[config.mk]
export PLATFORM = sky130hd
export DESIGN_NAME = sdram_burstwr_feeder_flat
export DESIGN_NICKNAME = d
export VERILOG_FILES = /design/src/rtl/sdram_burstwr_feeder_if.sv /design/src/rtl/sdram_burstwr_feeder.sv /design/src/flat_wrapper.sv
export SDC_FILE = /design/constraint.sdc
export NUM_CORES = 1
export LEC_CHECK = 0
export BUFFER_PORTS_ARGS = -buffer_cell sky130_fd_sc_hd__buf_2
export CAP_MARGIN = 15
export CORE_MARGIN = 3
export CORE_UTILIZATION = 60
export CTS_BUF_LIST = sky130_fd_sc_hd__clkbuf_4
export CTS_CLUSTER_SIZE = 25
export DETAILED_ROUTE_END_ITERATION = 8
export PLACE_DENSITY = 0.79
export RECOVER_POWER = 100
export SKIP_LAST_GASP = 1
export SYNTH_ARGS = -nofsm -noshare
export SYNTH_HDL_FRONTEND = slang
export SYNTH_SLANG_ARGS = --single-unit
[constraint.sdc]
create_clock -name controller_clk -period 4.6 [get_ports controller_clk]
set_input_delay 0 -clock controller_clk [delete_from_list [all_inputs] [get_ports controller_clk]]
set_output_delay 0 -clock controller_clk [all_outputs]
set_load 0.005 [all_outputs]
[src/rtl/sdram_burstwr_feeder_if.sv]
// Bundle of the start/stream/burst-write signals between the loader side,
// the feeder (master) and the SDRAM controller plus job source (slave).
interface sdram_burstwr_feeder_if #(
  parameter int ADDR_W = 25
);
  logic              start;
  logic [ADDR_W-1:0] start_addr;
  logic [15:0]       start_len;
  logic [31:0]       in_data;
  logic              in_valid;
  logic              in_ready;
  logic              busy;
  logic              done;
  logic              burstwr;
  logic [ADDR_W-1:0] burstwr_addr;
  logic              burstwr_ready;
  logic              burstwr_strobe;
  logic [15:0]       burstwr_data;
  logic              burstwr_done;

  modport master (
    input  start, start_addr, start_len, in_data, in_valid, burstwr_ready,
    output in_ready, busy, done, burstwr, burstwr_addr, burstwr_strobe,
           burstwr_data, burstwr_done
  );

  modport slave (
    output start, start_addr, start_len, in_data, in_valid, burstwr_ready,
    input  in_ready, busy, done, burstwr, burstwr_addr, burstwr_strobe,
           burstwr_data, burstwr_done
  );
endinterface

[src/rtl/sdram_burstwr_feeder.sv]
// Splits a 32-bit input stream into 16-bit words, buffers them in a FWFT FIFO
// and feeds them to the SDRAM controller as one burstwr command per word.
//
//   state    | meaning
//   IDLE     | no job; waits for start
//   FILL     | finish when out_left==0, else issue burstwr once a word is buffered
//   WAIT_RDY | command issued; waits for burstwr_ready
//   STROBE   | data strobe cycle; word popped, address stepped
//   RELEASE  | waits for burstwr_ready to drop before the next command
module sdram_burstwr_feeder #(
  parameter int DEPTH  = 16,
  parameter int ADDR_W = 25
) (
  input  logic                  controller_clk,
  input  logic                  reset_n,
  sdram_burstwr_feeder_if.master bus
);
  localparam int AW = $clog2(DEPTH);
  localparam int CW = AW + 1;

  typedef enum logic [2:0] {IDLE, FILL, WAIT_RDY, STROBE, RELEASE} state_t;

  state_t            state;
  logic [15:0]       mem [DEPTH];
  logic [AW-1:0]     wr_ptr;
  logic [AW-1:0]     rd_ptr;
  logic [CW-1:0]     count;
  logic [15:0]       in_left;
  logic [15:0]       out_left;
  logic [ADDR_W-1:0] addr;

  logic          start_ok;
  logic          xfer;
  logic          pop;
  logic          fifo_empty;
  logic          fifo_full;
  logic [1:0]    push_n;
  logic [15:0]   in_left_nxt;
  logic [CW-1:0] count_nxt;
  logic [CW-1:0] free_nxt;
  logic          busy_nxt;

  assign bus.burstwr_done = 1'b0;

  always_comb begin
    fifo_empty  = (count == '0);
    fifo_full   = (count == CW'(DEPTH));
    start_ok    = (state == IDLE) && bus.start && (bus.start_len != 16'd0);
    xfer        = bus.in_valid && bus.in_ready && !fifo_full;
    push_n      = 2'd0;
    if (xfer)
      push_n = (in_left == 16'd1) ? 2'd1 : 2'd2;
    pop         = (state == WAIT_RDY) && bus.burstwr_ready;
    in_left_nxt = start_ok ? bus.start_len : in_left - 16'(push_n);
    count_nxt   = count + CW'(push_n) - CW'(pop);
    free_nxt    = CW'(DEPTH) - count_nxt;
    busy_nxt    = bus.busy;
    if (start_ok)
      busy_nxt = 1'b1;
    else if ((state == FILL) && (out_left == 16'd0))
      busy_nxt = 1'b0;
  end

  // Storage is not reset; emptiness is defined purely by the pointers/count.
  always_ff @(posedge controller_clk) begin
    if (push_n != 2'd0)
      mem[wr_ptr] <= bus.in_data[31:16];
    if (push_n == 2'd2)
      mem[wr_ptr + AW'(1)] <= bus.in_data[15:0];
  end

  always_ff @(posedge controller_clk or negedge reset_n) begin
    if (!reset_n) begin
      state              <= IDLE;
      wr_ptr             <= '0;
      rd_ptr             <= '0;
      count              <= '0;
      in_left            <= '0;
      out_left           <= '0;
      addr               <= '0;
      bus.in_ready       <= 1'b0;
      bus.busy           <= 1'b0;
      bus.done           <= 1'b0;
      bus.burstwr        <= 1'b0;
      bus.burstwr_addr   <= '0;
      bus.burstwr_strobe <= 1'b0;
      bus.burstwr_data   <= '0;
    end else begin
      bus.done           <= 1'b0;
      bus.burstwr        <= 1'b0;
      bus.burstwr_strobe <= 1'b0;
      bus.busy           <= busy_nxt;
      // Registered from post-update occupancy so two pushes always fit.
      bus.in_ready       <= busy_nxt && (in_left_nxt != 16'd0) && (free_nxt >= CW'(2));
      in_left            <= in_left_nxt;
      count              <= count_nxt;
      if (push_n != 2'd0)
        wr_ptr <= wr_ptr + AW'(push_n);

      case (state)
        IDLE: begin
          if (bus.start) begin
            if (bus.start_len == 16'd0) begin
              bus.done <= 1'b1;
            end else begin
              out_left <= bus.start_len;
              addr     <= bus.start_addr;
              state    <= FILL;
            end
          end
        end
        FILL: begin
          if (out_left == 16'd0) begin
            bus.done <= 1'b1;
            state    <= IDLE;
          end else if (!fifo_empty) begin
            bus.burstwr      <= 1'b1;
            bus.burstwr_addr <= addr;
            state            <= WAIT_RDY;
          end
        end
        WAIT_RDY: begin
          if (bus.burstwr_ready) begin
            bus.burstwr_strobe <= 1'b1;
            bus.burstwr_data   <= mem[rd_ptr];
            rd_ptr             <= rd_ptr + AW'(1);
            out_left           <= out_left - 16'd1;
            addr               <= addr + ADDR_W'(1);
            state              <= STROBE;
          end
        end
        STROBE: state <= RELEASE;
        // Ready lingering after the strobe must not start another write.
        RELEASE: begin
          if (!bus.burstwr_ready)
            state <= FILL;
        end
        default: state <= IDLE;
      endcase
    end
  end
endmodule

[src/flat_wrapper.sv]
// flat-port wrapper written by rule: the top's interface ports become plain ports
module sdram_burstwr_feeder_flat 
#(
  parameter int DEPTH  = 16,
  parameter int ADDR_W = 25
)
  (controller_clk, reset_n, bus_start, bus_start_addr, bus_start_len, bus_in_data, bus_in_valid, bus_burstwr_ready, bus_in_ready, bus_busy, bus_done, bus_burstwr, bus_burstwr_addr, bus_burstwr_strobe, bus_burstwr_data, bus_burstwr_done);
  sdram_burstwr_feeder_if #(.ADDR_W(ADDR_W)) bus_i ();
  input  logic controller_clk;
  input  logic reset_n;
  input wire logic [$bits(bus_i.start)-1:0] bus_start;
  input wire logic [$bits(bus_i.start_addr)-1:0] bus_start_addr;
  input wire logic [$bits(bus_i.start_len)-1:0] bus_start_len;
  input wire logic [$bits(bus_i.in_data)-1:0] bus_in_data;
  input wire logic [$bits(bus_i.in_valid)-1:0] bus_in_valid;
  input wire logic [$bits(bus_i.burstwr_ready)-1:0] bus_burstwr_ready;
  output wire logic [$bits(bus_i.in_ready)-1:0] bus_in_ready;
  output wire logic [$bits(bus_i.busy)-1:0] bus_busy;
  output wire logic [$bits(bus_i.done)-1:0] bus_done;
  output wire logic [$bits(bus_i.burstwr)-1:0] bus_burstwr;
  output wire logic [$bits(bus_i.burstwr_addr)-1:0] bus_burstwr_addr;
  output wire logic [$bits(bus_i.burstwr_strobe)-1:0] bus_burstwr_strobe;
  output wire logic [$bits(bus_i.burstwr_data)-1:0] bus_burstwr_data;
  output wire logic [$bits(bus_i.burstwr_done)-1:0] bus_burstwr_done;
  assign bus_i.start = bus_start;
  assign bus_i.start_addr = bus_start_addr;
  assign bus_i.start_len = bus_start_len;
  assign bus_i.in_data = bus_in_data;
  assign bus_i.in_valid = bus_in_valid;
  assign bus_i.burstwr_ready = bus_burstwr_ready;
  assign bus_in_ready = bus_i.in_ready;
  assign bus_busy = bus_i.busy;
  assign bus_done = bus_i.done;
  assign bus_burstwr = bus_i.burstwr;
  assign bus_burstwr_addr = bus_i.burstwr_addr;
  assign bus_burstwr_strobe = bus_i.burstwr_strobe;
  assign bus_burstwr_data = bus_i.burstwr_data;
  assign bus_burstwr_done = bus_i.burstwr_done;
  sdram_burstwr_feeder #(.DEPTH(DEPTH), .ADDR_W(ADDR_W)) u_core (.controller_clk(controller_clk), .reset_n(reset_n), .bus(bus_i));
endmodule
Word-level counts from Yosys, hierarchy flattened
Memories as Yosys holds them, arrays and structs flattened. A register that Yosys moved wholly into a read port is not among the register bits.
Index checks and enable logic that the tools add are counted.
{ "totals": {"n_memories": 1, "inputBits": 78, "regBits": 103, "elab_cells": 93, "ramBits": 256} }
{ "op_classes": {"n_eq_ne": 12, "addsub": 9, "n_lt_le_gt_ge": 1, "bitwise": 2, "n_mux": 33, "reduce_logical": 22} }
{ "mem_list": {"columns": ["memory", "words", "word_bits", "rd", "rd_ports_with_merged_regs", "write_ports", "line_no", "rtl"], "rows": [
  ["u_core.mem", 16, 16, 1, 1, 2, "sdram_burstwr_feeder.sv:24", "logic [15:0] mem [DEPTH];"]
]} }
{ "op_table": {"columns": ["cell", "count"], "rows": [
  ["$mux 25", 3],
  ["$mux 16", 4],
  ["$pmux 25 s2", 1],
  ["$logic_not 16->1", 2],
  ["$pmux 16 s2", 1],
  ["$reduce_bool 16->1", 2],
  ["$add 25x1->25 const B", 1],
  ["$mux 3", 6],
  ["$eq 16x1->1 const B", 1],
  ["$sub 16x1->16 const B", 1],
  ["$sub 16x2->16", 1],
  ["$pmux 3 s5", 1],
  ["$mux 1", 14],
  ["$add 4x1->4 const B", 2],
  ["$logic_and 1x1->1", 8],
  ["$ne 2x2->1 const B", 4],
  ["$eq 3x2->1 const B", 2],
  ["$add 5x2->5", 1],
  ["$eq 5x5->1 const B", 1],
  ["$ge 5x2->1 const B", 1],
  ["$logic_not 5->1", 1],
  ["$reduce_and 5->1", 1],
  ["$sub 5x1->5", 1],
  ["$sub 5x5->5 const A", 1],
  ["14 further kinds", 18]
]} }

Depth between registers and ports, before layout
Gate-level depths: netlist (run 1).
{ "logic_depth": {"word_depth": 9, "depth_mapped": 15, "mapped_depth_nobuf": 14} }

Least setup slack after synthesis (run 1)
OpenSTA, ideal clock, no wires.
{ "synth_path": {"kind": "register -> register", "startpoint": "register u_core.in_left[4]", "endpoint": "register u_core.bus.in_ready", "required_time_ns": 4.464, "slack_ns": 0.693, "path_stages_with_launch": 15, "arrival_ns": 3.772, "n_path_buf": 2, "cell_sequence": "dfrtp_1 -> or4_4 -> or2_1 -> or4_4 -> buf_6 -> nor2_1 -> ha_1 -> inv_1 -> fa_1 -> or3_1 -> clkbuf_1 -> nor4_1 -> xor2_1 -> o41ai_1 -> a31oi_1"} }
{ "synth_between": {"elab_chain_len": 8, "elab_cells_between_ends": 12, "cone_classes": "4 x add/sub; 1 x order compare; 1 x eq/ne; 3 x mux; 3 x reduce/logical"} }
{ "synth_lines": {"columns": ["item", "line_no", "rtl"], "rows": [
  ["from (decl)", "sdram_burstwr_feeder.sv:28", "logic [15:0] in_left;"],
  ["from (signal assigned)", "sdram_burstwr_feeder.sv:95", "in_left <= in_left_nxt;"],
  ["$eq 16x1->1", "sdram_burstwr_feeder.sv:52", "push_n = (in_left == 16'd1) ? 2'd1 : 2'd2;"],
  ["$mux 2", "sdram_burstwr_feeder.sv:52", null],
  ["$mux 2", "sdram_burstwr_feeder.sv:51", "if (xfer)"],
  ["$add 5x2->5 / $sub 16x2->16 (equally long branches)", "sdram_burstwr_feeder.sv:55, sdram_burstwr_feeder.sv:54", null],
  ["$sub 5x1->5 / $mux 16 (equally long branches)", "sdram_burstwr_feeder.sv:55, sdram_burstwr_feeder.sv:54", null],
  ["$sub 5x5->5 / $reduce_bool 16->1 (equally long branches)", "sdram_burstwr_feeder.sv:56, sdram_burstwr_feeder.sv:94", null],
  ["$ge 5x2->1 / $logic_and 1x1->1 (equally long branches)", "sdram_burstwr_feeder.sv:94", "bus.in_ready <= busy_nxt && (in_left_nxt != 16'd0) && (free_nxt >= CW'(2));"],
  ["$logic_and 1x1->1 *", "sdram_burstwr_feeder.sv:94", null],
  ["to (signal assigned)", "sdram_burstwr_feeder.sv:94", null],
  ["to (decl)", "sdram_burstwr_feeder_if.sv:23", "output in_ready, busy, done, burstwr, burstwr_addr, burstwr_strobe,"]
]} }
Mark *: on every way between the ends. The rest lies on a longest branch, timed or not.
A chain may end at the register's enable or synchronous reset.

==> results.rst, run 1 <==
.. list-table::
   :header-rows: 1

   * - Metric
     - Value
   * - Number of stages on the worst hold path
     - 4
   * - Detail-routed net length per standard cell
     - 24.0 um
   * - CTS buffer count
     - 95
   * - Final std cells w/o fill
     - 2,111
   * - RD Place Congestion
     - 0.899
   * - Kind of path behind the tightest hold check
     - primary input to register
   * - Die height
     - 185 um
   * - # placed instances
     - 1,837
   * - Remaining max-slew budget at the tightest pin
     - -90.8%
   * - Overall via count from detail_route
     - 13,200
   * - Max-cap check violation count
     - 11
   * - Post-DR vias/cell
     - 6.26
   * - Post-detailed-placement half-perimeter wirelength
     - 29,400 um
   * - Clock transition time at the flip-flop clock pins of the worst setup and hold paths
     - 0.08 ns
   * - Master cell of the clock root buffer
     - sky130_fd_sc_hd__clkbuf_4
   * - Count of unresolved DRC violations after routing
     - 0
   * - CTS tree
     - yes
   * - Final-layout setup total negative slack
     - 0 ns
   * - Violations in the final reports
     - max-capacitance violations, max-slew violations
   * - Startpoint kind of the worst setup timing path
     - register
   * - Average size of a mapped cell
     - 13.9 um2
   * - Endpoint required time on the critical path
     - 4.99 ns
   * - Clock latency of the later-clocked register in the worst-skew pair
     - 0.75 ns
   * - Site row count
     - 64
   * - Netlist Area Pre-Place
     - 19,300 um2
   * - Number of slew-limit violations in the final report
     - 271
   * - Origin of the critical flop-to-flop path
     - u_core.in_left[5]$_DFF_PN0_
   * - Number of enable flip-flop cells after synthesis
     - 256
   * - Count of cell types in the netlist
     - 68
   * - Worst Skew
     - 0.0526 ns
   * - Post-synth top area share
     - 39.9%
   * - Most frequent cells in the layout
     - sky130_fd_sc_hd__mux2_2, sky130_fd_sc_hd__edfxtp_1, sky130_fd_sc_hd__clkbuf_4
   * - Area added between synthesis and finish
     - 15.7%
   * - Worst-case vdd ir drop
     - 0.351 mV
   * - Buffers added on ports
     - 123
   * - Total number of clock tree sinks
     - 375
   * - Hold buffer count at cts
     - 106
   * - Hold Startpoint
     - bus_start_len[10]
   * - First-pass GRT wire length
     - 76,400 um
   * - Count of cells along the worst register-to-register path
     - 7
   * - Pin count of the biggest net entering global routing
     - 77
   * - Slew @ Worst Pin
     - 2.86 ns
   * - Register area share after synthesis
     - 55.3%
   * - Fin. Hold Viols
     - 0
   * - Antenna violations before repair
     - 6
   * - Share of flip-flops with an asynchronous set or reset
     - 31.7%
   * - Die ar.
     - 34,300 um2
   * - Setup repair after global routing missed its margin
     - false
   * - Initial DRC count
     - 1,310
   * - Postcts setup bufs
     - 0
   * - Cell type with the largest total area after synthesis
     - sky130_fd_sc_hd__edfxtp_1
   * - Endpoints failing setup
     - 0
   * - Crit Path Max Fanout
     - 17
   * - Count of warnings emitted by yosys
     - 0
   * - Maximum number of buffers from clock root to sink
     - 3
   * - Share of post-route cells with drive strength above 1
     - 36.3%
   * - Io pins
     - 125
   * - Fin nets
     - 1,742
   * - Vias in the first global route
     - 13,400
   * - Top post-synthesis cells by area
     - sky130_fd_sc_hd__edfxtp_1, sky130_fd_sc_hd__mux2_2, sky130_fd_sc_hd__dfrtp_1
   * - Antenna viol nets, final
     - 0
   * - Area of the core region
     - 31,100 um2
   * - Share of the clock period used by the worst path
     - 97.6%
   * - Capture point of the worst reg-to-reg path
     - u_core.mem[4][6]$_DFFE_PP_
   * - Most common cell after layout, fill and taps aside
     - sky130_fd_sc_hd__mux2_2
   * - Leakage component of the power
     - 8.24 nW
   * - Synthesized instance count
     - 1,391
   * - Critical setup path kind
     - register to register
   * - Max frequency
     - 223 MHz
   * - Post-route minimum period
     - 4.49 ns
   * - Overall fraction of global-route tracks in use
     - 29.6%
   * - Final wirelength
     - 50,700 um
   * - Post-cts sizing count
     - 0
   * - Overall die width
     - 185 um
   * - Areal power density over the cells
     - 570 nW/um2
   * - Number of iterations in the first detailed-routing pass
     - 5
   * - Arrival time at the worst endpoint
     - 4.88 ns
   * - Outcome
     - complete, but fails checks
   * - Dominant register cell in the synthesized netlist
     - sky130_fd_sc_hd__edfxtp_1
   * - R2r setup slk
     - 0.11 ns
   * - Total nets after synthesis
     - 1,489
   * - Worst Setup End Kind
     - register
   * - Hold worst-path end
     - u_core.in_left[10]$_DFF_PN0_
   * - Effective utilization at floorplan
     - 61.9%
   * - Flops & latches, synth
     - 375
   * - Overflow after GRT
     - 0
   * - H-Tree Level Count
     - 3
-- registers in the layout, indices dropped and copies added (netlist names) --
register                   flops
u_core.addr                   25
u_core.bus.burstwr             1
u_core.bus.burstwr_addr       25
u_core.bus.burstwr_data       16
u_core.bus.burstwr_strobe      1
u_core.bus.busy                1
u_core.bus.done                1
u_core.bus.in_ready            1
u_core.count                   5
u_core.in_left                16
u_core.mem                   256
u_core.out_left               16
u_core.rd_ptr                  4
u_core.state                   3
u_core.wr_ptr                  4
-- per-layer routing --
metal  wire (um)  share of wire [%]  track usage, %  vias up
met5          28              0.055               0        -
met4        1750                3.5            12.2        6
met3        4630                9.1            6.93      131
met2       24400                 48            48.7      737
met1       19900                 39            38.3     6485
li1            -                  -               -     5852
-- cell type report --
class	count	area (um2)
Clock inverter	22	169
Antenna cell	3	7.51
Fill cell	2104	8860
Clock buffer	143	1070
Timing Repair Buffer	263	1820
Tap cell	396	495
Sequential cell	375	10700
Inverter	24	90.1
Multi-Input combinational cell	885	7970
-- synthesized netlist by cell type (4+ instances only) --
library cell	count
sky130_fd_sc_hd__edfxtp_1	256
sky130_fd_sc_hd__nand2_1	110
sky130_fd_sc_hd__o21ai_0	59
sky130_fd_sc_hd__nor3_1	13
sky130_fd_sc_hd__nor4_1	14
sky130_fd_sc_hd__buf_4	10
sky130_fd_sc_hd__buf_6	7
sky130_fd_sc_hd__or3_1	7
sky130_fd_sc_hd__clkbuf_1	76
sky130_fd_sc_hd__nor3b_1	5
sky130_fd_sc_hd__a22oi_1	5
sky130_fd_sc_hd__dfrtp_1	119
sky130_fd_sc_hd__xor2_1	8
sky130_fd_sc_hd__a31oi_1	6
sky130_fd_sc_hd__a2bb2oi_1	7
sky130_fd_sc_hd__inv_1	24
sky130_fd_sc_hd__o22ai_1	10
sky130_fd_sc_hd__mux2_2	271
sky130_fd_sc_hd__mux2_4	9
sky130_fd_sc_hd__o2bb2ai_1	4
sky130_fd_sc_hd__nor2_1	68
sky130_fd_sc_hd__nand3_1	27
sky130_fd_sc_hd__nor2b_1	7
sky130_fd_sc_hd__nand4_1	8
sky130_fd_sc_hd__xnor2_1	15
sky130_fd_sc_hd__nand3b_1	4
sky130_fd_sc_hd__a21oi_1	65
sky130_fd_sc_hd__ha_1	17
sky130_fd_sc_hd__mux4_2	80
sky130_fd_sc_hd__nand2_2	6
sky130_fd_sc_hd__buf_1	10
-- where the power goes --
group          switching, mW  internal (mW)  total, mW
registers              0.730           4.53       5.26
logic                   2.39           2.12       4.51
clock network           1.35           1.58       2.93
-- metrics by stage --
step	hold WS, ns	setup slack (ns)	power, mW	util [%]	cell area (um2)
2_1_floorplan	-0.296	0.693	8.27	-	19300
3_3_place_gp	0.216	0.509	9.54	64.9	20200
3_5_place_dp	0.221	0.385	9.70	64.9	20200
4_1_cts	0.00214	0.407	12.8	72.3	22500
5_1_grt	0.0324	0.0405	13.4	71.6	22300
6_report	0.0717	0.112	12.7	71.6	22300
-- how the worst max path moves through the flow --
stage	depth (start not counted)	endpoint	start	slack (ns)
6_report	7	u_core.mem[4][6]$_DFFE_PP_	u_core.in_left[5]$_DFF_PN0_	0.11
5_1_grt	7	u_core.mem[4][6]$_DFFE_PP_	u_core.in_left[5]$_DFF_PN0_	0.04
4_1_cts	12	u_core.bus.in_ready$_DFF_PN0_	u_core.in_left[5]$_DFF_PN0_	0.41
3_5_place_dp	12	u_core.bus.in_ready$_DFF_PN0_	u_core.in_left[4]$_DFF_PN0_	0.39
3_3_place_gp	12	u_core.bus.in_ready$_DFF_PN0_	u_core.in_left[4]$_DFF_PN0_	0.51
2_1_floorplan	14	u_core.bus.in_ready$_DFF_PN0_	u_core.in_left[4]$_DFF_PN0_	0.69
-- kinds of logic after synthesis --
logic type | count (synthesis) | share of synthesized area [%]
other | 1 | 0.0195
buffers and inverters | 131 | 3.12
AND/OR/NAND/NOR | 301 | 7.67
flip-flops | 375 | 55.3
multiplexers | 362 | 26.0
XOR/XNOR | 23 | 1.05
AO/OA/AOI/OAI | 178 | 5.39
adder cells (fa/ha/maj) | 20 | 1.42
-- worst max-delay path, stage by stage (launching register included) --
cell	delay [ns]
sky130_fd_sc_hd__dfrtp_1	0.42
sky130_fd_sc_hd__or4_1	0.58
sky130_fd_sc_hd__or2_0	0.27
sky130_fd_sc_hd__or4_4	0.52
sky130_fd_sc_hd__nand4_2	0.13
sky130_fd_sc_hd__clkbuf_1	1.21
sky130_fd_sc_hd__o21ai_2	0.55
sky130_fd_sc_hd__clkbuf_2	0.44
Power figures use the tool's default switching activity.
==> run 2, diff against run 1 <==
- clock period: 4.6 -> 4.95 ns (I/O delays scaled with it)
==> results.rst, run 2 (synthesis gave the netlist of run 1 again) <==
.. list-table::
   :header-rows: 1

   * - Metric
     - Value
   * - Outcome
     - complete, but fails checks
   * - Violations in the final reports
     - max-capacitance violations, max-slew violations
   * - Worst-case vdd ir drop
     - 0.319 mV
   * - Area added between synthesis and finish
     - 14.5%
   * - # placed instances
     - 1,829
   * - Io pins
     - 125
   * - Pin count of the biggest net entering global routing
     - 68
   * - Kind of path behind the tightest hold check
     - primary input to register
   * - Master cell of the clock root buffer
     - sky130_fd_sc_hd__clkbuf_4
   * - Ordered list of cells on the worst path
     - nor4_1 -> nand3_1 -> or4_1 -> nand4_2 -> clkbuf_1 -> o21ai_2 -> buf_4
   * - Register with the highest flop count
     - u_core.mem
   * - Slew @ Worst Pin
     - 3.26 ns
   * - Endpoint required time on the critical path
     - 5.40 ns
   * - Number of slew-limit violations in the final report
     - 236
   * - Overflow after GRT
     - 0
   * - Vias in the first global route
     - 13,300
   * - Met2 routed wirelength
     - 23,600 um
   * - M1 wire length
     - 19,400 um
   * - Multi-input combinational cell area
     - 7940 um2
   * - Fin. Hold Viols
     - 0
   * - Total number of clock tree sinks
     - 375
   * - Most common cell after layout, fill and taps aside
     - sky130_fd_sc_hd__mux2_2
   * - First-pass GRT wire length
     - 75,200 um
   * - Number of gates on the worst path with buffers counted
     - 7
   * - Capture point of the worst reg-to-reg path
     - u_core.mem[4][0]$_DFFE_PP_
   * - Post-route minimum period
     - 4.57 ns
   * - Antenna violations before repair
     - 3
   * - Share of the clock period used by the worst path
     - 92.3%
   * - H-Tree Level Count
     - 3
   * - Switch Pwr
     - 4.13 mW
   * - Count of unresolved DRC violations after routing
     - 0
   * - RD Place Congestion
     - 0.880
   * - Share of power burned in registers
     - 41.5%
   * - Clock transition time at the flip-flop clock pins of the worst setup and hold paths
     - 0.09 ns
   * - Gate power share
     - 37.0%
   * - Worst Setup End Kind
     - register
   * - Int Pwr
     - 7.34 mW
   * - Amount of wire on met3 after detailed routing
     - 4670 um
   * - Postcts setup bufs
     - 0
   * - Crit path buffers/inverters
     - 2
   * - Overall die width
     - 185 um
   * - Overall fraction of global-route tracks in use
     - 28.9%
   * - First element of the critical path
     - u_core.in_left[8]$_DFF_PN0_
   * - Endpoints failing setup
     - 0
   * - Final-layout setup total negative slack
     - 0 ns
   * - Max frequency
     - 219 MHz
   * - Arrival time at the worst endpoint
     - 5.02 ns
   * - Clock latency of the later-clocked register in the worst-skew pair
     - 0.77 ns
   * - Initial DRC count
     - 1,218
   * - Remaining max-slew budget at the tightest pin
     - -118%
   * - Post-detailed-placement half-perimeter wirelength
     - 28,800 um
   * - Crit Path Max Fanout
     - 17
   * - Post-cts sizing count
     - 0
   * - CTS buffer count
     - 97
   * - Share of post-route cells with drive strength above 1
     - 35.3%
   * - Fraction of power spent switching nets
     - 36.0%
   * - Post-layout util
     - 70.8%
   * - Post-DR vias/cell
     - 6.25
   * - Die height
     - 185 um
   * - Biggest regs
     - u_core.mem (256), u_core.addr (25), u_core.bus.burstwr_addr (25)
   * - CP max-delay cell
     - sky130_fd_sc_hd__clkbuf_1
   * - Sequential standard cell area
     - 10,700 um2
   * - Startpoint kind of the worst setup timing path
     - register
   * - Final std cells w/o fill
     - 2,102
   * - Max-cap check violation count
     - 7
   * - Fin nets
     - 1,736
   * - Share of power burned in the clock network
     - 21.6%
   * - Count of cells along the worst register-to-register path
     - 7
   * - Number of iterations in the first detailed-routing pass
     - 5
   * - Maximum number of buffers from clock root to sink
     - 3
   * - Buffers added on ports
     - 123
   * - Die ar.
     - 34,300 um2
   * - Critical path endpoint
     - u_core.mem[4][0]$_DFFE_PP_
   * - Detail-routed net length per standard cell
     - 23.3 um
   * - Cell family contributing the most delay on the critical path
     - buffers and inverters
   * - Topmost layer with routed signal wires
     - met5
   * - Antenna viol nets, final
     - 0
   * - Areal power density over the cells
     - 520 nW/um2
   * - Origin of the critical flop-to-flop path
     - u_core.in_left[8]$_DFF_PN0_
   * - Most frequent cells in the layout
     - sky130_fd_sc_hd__mux2_2, sky130_fd_sc_hd__edfxtp_1, sky130_fd_sc_hd__clkbuf_4
   * - Hold buffer count at cts
     - 101
   * - Leakage component of the power
     - 8.10 nW
   * - Effective utilization at floorplan
     - 61.9%
   * - CTS tree
     - yes
   * - Setup repair after global routing missed its margin
     - false
   * - Layout filler cell count
     - 2,119
   * - Final wirelength
     - 49,100 um
   * - Worst Skew
     - 0.0708 ns
   * - Biggest cell delay along the critical path
     - 1.28 ns
   * - Number of flip-flops under the largest register name
     - 256
   * - Critical setup path kind
     - register to register
   * - Area of the core region
     - 31,100 um2
   * - R2r setup slk
     - 0.38 ns
   * - Overall via count from detail_route
     - 13,100
   * - Site row count
     - 64
==> run 2: worst min-delay path by stage <==
| stage | start | endpoint | slack, ns | depth (start not counted) |
|---|---|---|---|---|
| floorplan | reset_n | u_core.addr[0]$_DFFE_PN0P_ | -0.30 | 0 |
| global placement | reset_n | u_core.bus.busy$_DFF_PN0_ | 0.14 | 1 |
| detailed placement | reset_n | u_core.state[2]$_DFFE_PN0P_ | 0.14 | 1 |
| CTS | bus_start_len[10] | u_core.in_left[10]$_DFF_PN0_ | 0.008 | 4 |
| global route | bus_start_len[10] | u_core.in_left[10]$_DFF_PN0_ | 0.07 | 4 |
| finish | bus_start_len[10] | u_core.in_left[10]$_DFF_PN0_ | 0.06 | 4 |
==> run 2: stage by stage <==
step           total power, mW  instance area (um2)  hold slack, ns  setup WS [ns]
2_1_floorplan             7.69                19300          -0.296           1.04
3_3_place_gp              8.85                20100           0.137          0.885
3_5_place_dp              9.01                20100           0.141          0.857
4_1_cts                   11.6                22300         0.00786          0.849
5_1_grt                   12.2                22100          0.0679          0.263
6_report                  11.5                22100          0.0593          0.382
==> run 2: power by group through the flow <==
stage	Combinational (mW)	Sequential [mW]	Clock (mW)
after global routing	4.64	4.84	2.69
after CTS	4.32	4.73	2.54
after detailed placement	4.21	4.79	0
final	4.24	4.76	2.47
after global placement	4.09	4.76	0
after floorplan	3.08	4.61	0
==> run 2: worst register-to-register path, cell delays in order (launching register included) <==
cell and delay (ns):
sky130_fd_sc_hd__dfrtp_1 0.45, sky130_fd_sc_hd__nor4_1 0.44, sky130_fd_sc_hd__nand3_1 0.18, sky130_fd_sc_hd__or4_1 0.73, sky130_fd_sc_hd__nand4_2 0.17, sky130_fd_sc_hd__clkbuf_1 1.28
sky130_fd_sc_hd__o21ai_2 0.59, sky130_fd_sc_hd__buf_4 0.41
==> run 2: final cells by class <==
type | instances | area share (%)
well taps | 396 | 2.25
inverters | 24 | 0.408
multi-input cells | 885 | 36.0
diodes | 2 | 0.0227
flip-flops and latches | 375 | 48.4
repair buffers | 255 | 7.84
clock buffers | 130 | 4.42
clock inverters | 35 | 0.703
==> run 2: layer usage <==
metal	track usage, %	up-vias
li1	-	5872
met1	39.0	6506
met2	45.9	643
met3	7.54	114
met4	10.6	2
met5	0	-
